==> src/rtl/pic_pkg.sv <==
// Shared constants and rotate/pick helpers for the 8259A-style IRQ arbiter.
package pic_pkg;

    localparam int NUM_IRQ = 8;

    function automatic logic [7:0] rotate_right(input logic [7:0] value, input logic [2:0] amount);
        logic [15:0] doubled;
        doubled = {value, value} >> amount;
        return doubled[7:0];
    endfunction

    function automatic logic [7:0] rotate_left(input logic [7:0] value, input logic [2:0] amount);
        logic [15:0] doubled;
        doubled = {value, value} << amount;
        return doubled[15:8];
    endfunction

    // Isolates the lowest set bit; zero stays zero.
    function automatic logic [7:0] priority_pick(input logic [7:0] value);
        return value & (~value + 8'd1);
    endfunction

endpackage

==> src/rtl/pic_priority_pick.sv <==
// Rotating-priority picker: rotates so the highest level sits at bit 0, picks, rotates back.
module pic_priority_pick
    import pic_pkg::*;
(
    input  logic [NUM_IRQ-1:0] vec,
    input  logic [2:0]         priority_rotate,
    output logic [NUM_IRQ-1:0] pick,
    output logic [NUM_IRQ-1:0] pick_rotated
);

    logic [2:0] amount;

    always_comb begin
        amount       = priority_rotate + 3'd1;
        pick_rotated = priority_pick(rotate_right(vec, amount));
        pick         = rotate_left(pick_rotated, amount);
    end

endmodule

==> src/rtl/pic_irq_arbiter.sv <==
// IRR / priority resolver / ISR stage of the 8259A-compatible PIC.
// Optional macro PIC_SPECIAL_MASK_MODE_EN adds the special_mask_mode input.
module pic_irq_arbiter
    import pic_pkg::*;
(
    input  logic               clk,
    input  logic               reset,
    input  logic               ICW_1,
    input  logic [NUM_IRQ-1:0] interrupt_request_pin,
    input  logic               LTIM,
    input  logic [NUM_IRQ-1:0] interrupt_mask,
    input  logic               freeze,
    input  logic [NUM_IRQ-1:0] clear_interrupt_request,
    input  logic               latch_in_service,
    input  logic [NUM_IRQ-1:0] EOI,
    input  logic [2:0]         priority_rotate,
`ifdef PIC_SPECIAL_MASK_MODE_EN
    input  logic               special_mask_mode,
`endif
    output logic [NUM_IRQ-1:0] interrupt,
    output logic [NUM_IRQ-1:0] highest_level_in_service,
    output logic [NUM_IRQ-1:0] interrupt_request_register,
    output logic [NUM_IRQ-1:0] in_service_register
);

    logic [NUM_IRQ-1:0] prev_pin;
    logic [NUM_IRQ-1:0] rise;
    logic [NUM_IRQ-1:0] irr_next;
    logic [NUM_IRQ-1:0] isr_next;
    logic [NUM_IRQ-1:0] isr_gate;
    logic [NUM_IRQ-1:0] requests;
    logic [NUM_IRQ-1:0] req_pick;
    logic [NUM_IRQ-1:0] req_rotated;
    logic [NUM_IRQ-1:0] isr_pick;
    logic [NUM_IRQ-1:0] isr_rotated;
    logic [NUM_IRQ-1:0] candidate;

    always_comb begin
        rise     = interrupt_request_pin & ~prev_pin;
        requests = interrupt_request_register & ~interrupt_mask;
        isr_gate = in_service_register;
`ifdef PIC_SPECIAL_MASK_MODE_EN
        // Masked in-service levels must not block lower levels in special mask mode.
        if (special_mask_mode)
            isr_gate = in_service_register & ~interrupt_mask;
`endif
        for (int i = 0; i < NUM_IRQ; i++) begin
            if (clear_interrupt_request[i])
                irr_next[i] = 1'b0;
            else if (freeze)
                irr_next[i] = interrupt_request_register[i];
            else if (LTIM)
                irr_next[i] = interrupt_request_pin[i];
            else
                irr_next[i] = interrupt_request_register[i] | rise[i];
        end
        // Lower rotated one-hot value means higher priority.
        if (isr_rotated == '0 || req_rotated < isr_rotated)
            candidate = req_pick;
        else
            candidate = '0;
        isr_next = (in_service_register & ~EOI) | (latch_in_service ? interrupt : '0);
        highest_level_in_service = isr_pick;
    end

    pic_priority_pick u_request_pick (
        .vec             (requests),
        .priority_rotate (priority_rotate),
        .pick            (req_pick),
        .pick_rotated    (req_rotated)
    );

    pic_priority_pick u_in_service_pick (
        .vec             (isr_gate),
        .priority_rotate (priority_rotate),
        .pick            (isr_pick),
        .pick_rotated    (isr_rotated)
    );

    // The PIC core updates on the falling edge of clk.
    always_ff @(negedge clk) begin
        if (reset || ICW_1) begin
            prev_pin                   <= '1;
            interrupt_request_register <= '0;
            in_service_register        <= '0;
            interrupt                  <= '0;
        end else begin
            prev_pin                   <= interrupt_request_pin;
            interrupt_request_register <= irr_next;
            in_service_register        <= isr_next;
            if (!freeze)
                interrupt <= candidate;
        end
    end

endmodule
==> config.mk <==
export PLATFORM = sky130hd
export DESIGN_NAME = pic_irq_arbiter
export DESIGN_NICKNAME = d
export VERILOG_FILES = /design/src/rtl/pic_pkg.sv /design/src/rtl/pic_priority_pick.sv /design/src/rtl/pic_irq_arbiter.sv
export SDC_FILE = /design/constraint.sdc
export NUM_CORES = 1
export LEC_CHECK = 0
export CAP_MARGIN = 10
export CORE_MARGIN = 5
export CORE_UTILIZATION = 56
export CTS_CLUSTER_DIAMETER = 200
export DETAILED_ROUTE_END_ITERATION = 7
export PLACE_DENSITY = 0.83
export SLEW_MARGIN = 20
export SYNTH_ARGS = -nofsm -noshare
export SYNTH_HDL_FRONTEND = slang
export SYNTH_SLANG_ARGS = --single-unit
==> constraint.sdc <==
create_clock -name clk -period 9.3 [get_ports clk]
set_clock_uncertainty 0.05 [all_clocks]
set_input_delay 2.325 -clock clk [delete_from_list [all_inputs] [get_ports clk]]
set_output_delay 2.325 -clock clk [all_outputs]
set_load 0.005 [all_outputs]
After elaboration in Yosys (flattened, before gate mapping)
Cells that the tools add are included.
{ "classes": {"addsub": 3, "n_lt_le_gt_ge": 1, "shift": 4, "n_mux": 10, "bitwise": 19, "reduce_logical": 11} }
{ "ops": {"columns": ["op", "n"], "rows": [
  ["8-bit AND", 5],
  ["8-bit NOT", 5],
  ["16-bit by 3-bit left shift with 16-bit output", 2],
  ["16-bit by 3-bit >> shifter with 8-bit output", 2],
  ["8-bit by 1-bit adder with 8-bit output, second input constant", 2],
  ["8-bit two-way mux", 2],
  ["2-bit OR reduction", 8],
  ["8-bit zero test", 1],
  ["8-bit < comparator", 1],
  ["1-bit two-way mux", 8],
  ["1-bit bitwise OR", 8],
  ["8-bit bitwise OR", 1],
  ["3-bit by 1-bit adder with 3-bit output, second input constant", 1],
  ["1-bit logical OR", 2]
]} }
{ "word_totals": {"regBits": 32, "wordCells": 59} }

Logic depth before layout (Yosys ltp)
{ "logic_depth": {"ltp_word": 9, "ltp_mapped": 16, "mapped_depth_nobuf": 14} }

Modules after synthesis
From an unflattened synthesis, not the netlist that was laid out.
{ "hier_totals": {"cells_unflattened": 424, "area_unflattened_um2": 3238.1} }
{ "by_module_without_submodules": {"columns": ["mod", "instances", "cells_per_inst", "area_per_inst_um2"], "rows": [
  ["pic_priority_pick", 2, 128, 923.4],
  ["pic_irq_arbiter", 1, 168, 1391.3]
]} }

==> results.py <==
metrics = {
    "logic_synthesis": {
        "async_reset_ff_share_pct": 0,
        "synth_compound_area_share_pct": 23.3,
        "syn_inst": 390,
        "ys_ff_latch": 32,
        "yosysWarnings": 0,
        "seq_area_frac_synth_pct": 18.8,
        "ys_types": 78,
        "synthAdderAreaFrac_pct": 2.94,
        "synth-simple-area-share_pct": 25.5,
        "synth_xor_xnor_area_share_pct": 1.65,
        "synth_nets": 439,
        "syn_area_sq_mm": 0.00341,
        "synth.mux.area_fraction_pct": 21.3,
        "synth_top_family_by_area": "simple AND/OR/NAND/NOR gates",
        "synthFlopType": "dfxtp_1",
        "avgSynthCellArea_sq_um": 8.74,
        "synth_edf_count": 0,
    },
    "pwr": {
        "clkPwrFrac_pct": 36.3,
        "power_density_mw_per_mm2": 114,
        "max-vdd-ir-drop_uv": 264,
        "p_leak_uw": 0.00235,
        "p_seq_share_pct": 23.4,
        "sw_frac_of_total_pct": 42.0,
        "internal-power_uw": 362,
        "p_sw_uw": 262,
        "p_comb_share_pct": 40.3,
    },
    "setup_path": {
        "critical_path.slowest_cell": "or3_4",
        "worstPathArrival_ns": 5.83,
        "reg2regPathDepth": 14,
        "crit_family": "compound AO/OA/AOI/OAI gates",
        "r2r-end": "interrupt[1]$_SDFFE_NP0N_",
        "critical_path_required_ns": 4.87,
        "critical_path_buf_inv_count": 4,
        "crit_path_end": "interrupt[1]$_SDFFE_NP0N_",
        "worstSetupStartpointType": "input pin",
        "crit_cells": 18,
        "r2r_slack_ns": 5.52,
        "path_class": "in -> reg",
        "cp-startpoint": "priority_rotate[0]",
        "end_kind": "flop",
        "path_max_fanout": 5,
        "cpPeakStageDelay_ns": 0.42,
        "worstPathCellList": "buf_8 -> ha_4 -> buf_12 -> mux2_4 -> and2_4 -> or3_4 -> buf_6 -> a211oi_4 -> nand2_2 -> ha_4 -> a21oi_2 -> nor2b_1 -> o21ai_1 -> o211ai_1 -> o2bb2ai_4 -> buf_6 -> a22oi_2 -> a211oi_2",
        "reg2reg_from": "interrupt_request_register[0]$_SDFFE_NP0N_",
    },
    "worst_hold_path": {
        "min_from": "interrupt[3]$_SDFFE_NP0N_",
        "hp-class": "reg -> reg",
        "holdPathStages": 2,
    },
    "cells_and_area": {
        "seq_area_sq_um": 649,
        "diodes": 0,
        "final_nets": 635,
        "areaGrowthSynthToFinish_pct": 60.8,
        "multi_input_area_sq_mm": 0.00290,
        "final_cell_area_sq_mm": 0.00548,
        "drive_gt1_share_pct": 42.1,
        "instances_no_fill": 662,
        "nFillCells": 209,
    },
    "clock_tree": {
        "clock_latency_ns": 0.41,
        "clkTransAtPathRegs_ns": 0.07,
        "clk_path_buf_depth": 2,
        "cts_tree": "yes",
        "h-tree-depth": 2,
        "hold_buffers": 0,
        "cts.sinks": 32,
        "cts_buffers": 5,
        "root_buffer": "clkbuf_8",
    },
    "route": {
        "finalWirelength_microns": 18500,
        "routed_via_density": 7.46,
        "post_drt_wl_per_cell_microns": 27.9,
        "firstDrtPassIters": 7,
        "drt_iter0_markers": 924,
        "route.detailed.drc": 0,
        "ant_nets": 0,
        "vias": 4937,
    },
    "sta": {
        "setup_viol": 16,
        "hold_viol": 0,
        "timing.final.ws_setup_ns": -0.966,
        "tightest_slew_ns": 0.743,
        "slew_headroom_pct": 49.8,
        "finalMaxSlewViolations": 0,
        "rsz0062_at_grt": "true",
    },
    "run_status": {
        "violations": "negative setup slack",
        "status": "complete, but fails checks",
    },
    "floorplan": {
        "die_h_microns": 88.0,
        "core_sq_mm": 0.00592,
        "die_x_microns": 88.0,
        "ioPinCount": 73,
        "die_area_sq_mm": 0.00775,
        "start_util_pct": 57.6,
        "rows": 28,
    },
    "placed_design": {
        "post-place-cells": 606,
        "dpl.hpwl_microns": 9030,
        "gp_congestion": 0.960,
        "port_buffers": 72,
        "place_area_sq_mm": 0.00479,
    },
    "grt": {
        "antenna_found_initial": 0,
        "grt_pass1_vias": 4764,
        "grt_max_degree": 21,
        "grt_use_total_pct": 39.8,
        "grt-ovfl-total": 0,
        "grt_first_pass_wirelength_microns": 23900,
    },
    "run": {
        "max_cap_violations": 0,
    },
}
## routing by layer
layer / share of wire (%) / wire, microns / GRT usage, %
met1: 32 / 5930 / 45.9
met2: 44 / 8090 / 67.7
met3: 15 / 2710 / 8.84
met4: 9.5 / 1750 / 22.9
met5: 0 / 0 / 0
## how the worst min path moves through the flow
stage	endpoint
finish	in_service_register[3]$_SDFF_NP0_
detailed placement	in_service_register[2]$_SDFF_NP0_
floorplan	in_service_register[0]$_SDFF_NP0_
CTS	in_service_register[7]$_SDFF_NP0_
global placement	in_service_register[0]$_SDFF_NP0_
global route	in_service_register[3]$_SDFF_NP0_
## synth_stat cells, types with 5 or more instances
library cell	count	share of area (%)
a21oi_1	37	5.4
buf_6	6	2.0
clkbuf_1	7	0.77
dfxtp_1	32	19
ha_1	8	2.9
inv_1	8	0.88
mux2_2	10	3.3
mux2i_1	20	5.9
mux4_1	5	3.9
mux4_2	12	7.9
nand2_1	31	3.4
nand2b_1	11	2.0
nand3_1	13	1.9
nor2_1	29	3.2
nor2b_1	7	1.3
nor3_1	9	1.3
nor4_1	9	1.7
o21ai_0	10	1.5
or2b_2	7	1.8
or3_1	11	2.0
## placed cells by master (no fill, tap or decap), types with 4 or more instances in the layout
cell type        instances
nor2b_1                  5
nor3_2                   4
nand3_1                 12
nand2_1                 27
a21oi_1                 33
mux4_2                  17
or3_4                    5
nor2_1                  29
nor3_1                   5
or2b_2                   7
buf_6                   10
clkdlybuf4s50_1         54
ha_4                     5
nand2b_1                11
mux2_2                   6
buf_2                    6
dfxtp_1                 27
inv_1                   38
a21o_1                   4
dfxtp_2                  4
dlymetal6s2s_1           4
buf_4                  103
clkbuf_8                 5
or3_1                    9
o21ai_0                  6
nor4_1                   9
and2_4                   5
mux2i_2                  6
mux2_4                   5
o211ai_1                 4
mux2i_1                 11
## sequential cells by signal (all words and copies together), names as in the netlist
register and count:
prev_pin 8, interrupt_request_register 8, in_service_register 8, interrupt 8
## cell type report
cell class / count / area share [%]
multi-input cells: 323 / 53.0
repair buffers: 183 / 28.7
flip-flops and latches: 32 / 11.8
clock inverters: 35 / 2.92
well taps: 75 / 1.71
clock buffers: 5 / 1.26
inverters: 9 / 0.616
## worst reg2reg max path, stage by stage, from the launching register on
cell and delay (ns):
dfxtp_1 0.41, nor2b_1 0.19, mux4_2 0.53, o221a_4 0.27
or3_4 0.41, nor3_4 0.23, ha_4 0.24, a21oi_2 0.16
nor2b_1 0.07, o21ai_1 0.16, o211ai_1 0.17, o2bb2ai_4 0.29
buf_6 0.16, a22oi_2 0.05, a211oi_2 0.24
## power groups by stage
| stage | combinational [uW] | sequential [uW] | clock (uW) |
|---|---|---|---|
| floorplan | 111 | 146 | 21.7 |
| global placement | 184 | 147 | 21.7 |
| detailed placement | 190 | 147 | 21.7 |
| CTS | 216 | 145 | 203 |
| global route | 256 | 146 | 237 |
| finish | 251 | 146 | 226 |
## kinds of logic after synthesis
kind of cell               Yosys count
buffers and inverters               35
muxes                               48
and+or+nand+nor                    157
AOI/OAI and AO/OA                  107
DFF                                 32
adders and majority gates            8
xor gates and xnor gates             3
## what timing repair did
item,4_1_cts,5_1_grt
resized for setup,86,45
setup endpoints to repair,16,16
setup buffers,14,4
pin swaps,18,12
## per-stage QoR
step	worst slack [ns]	hold WS, ns	total power (uW)	TNS (ns)	utilization (%)
global route	-0.989	0.489	639	-12.85	92.6
floorplan	-0.829	0.411	279	-5.61	-
global placement	-1.32	0.428	352	-13.60	80.9
detailed placement	-1.47	0.431	359	-14.95	80.9
CTS	-0.694	0.460	564	-8.54	88.9
finish	-0.966	0.481	624	-12.20	92.6
Note: power is estimated with default switching activity, not from simulation.
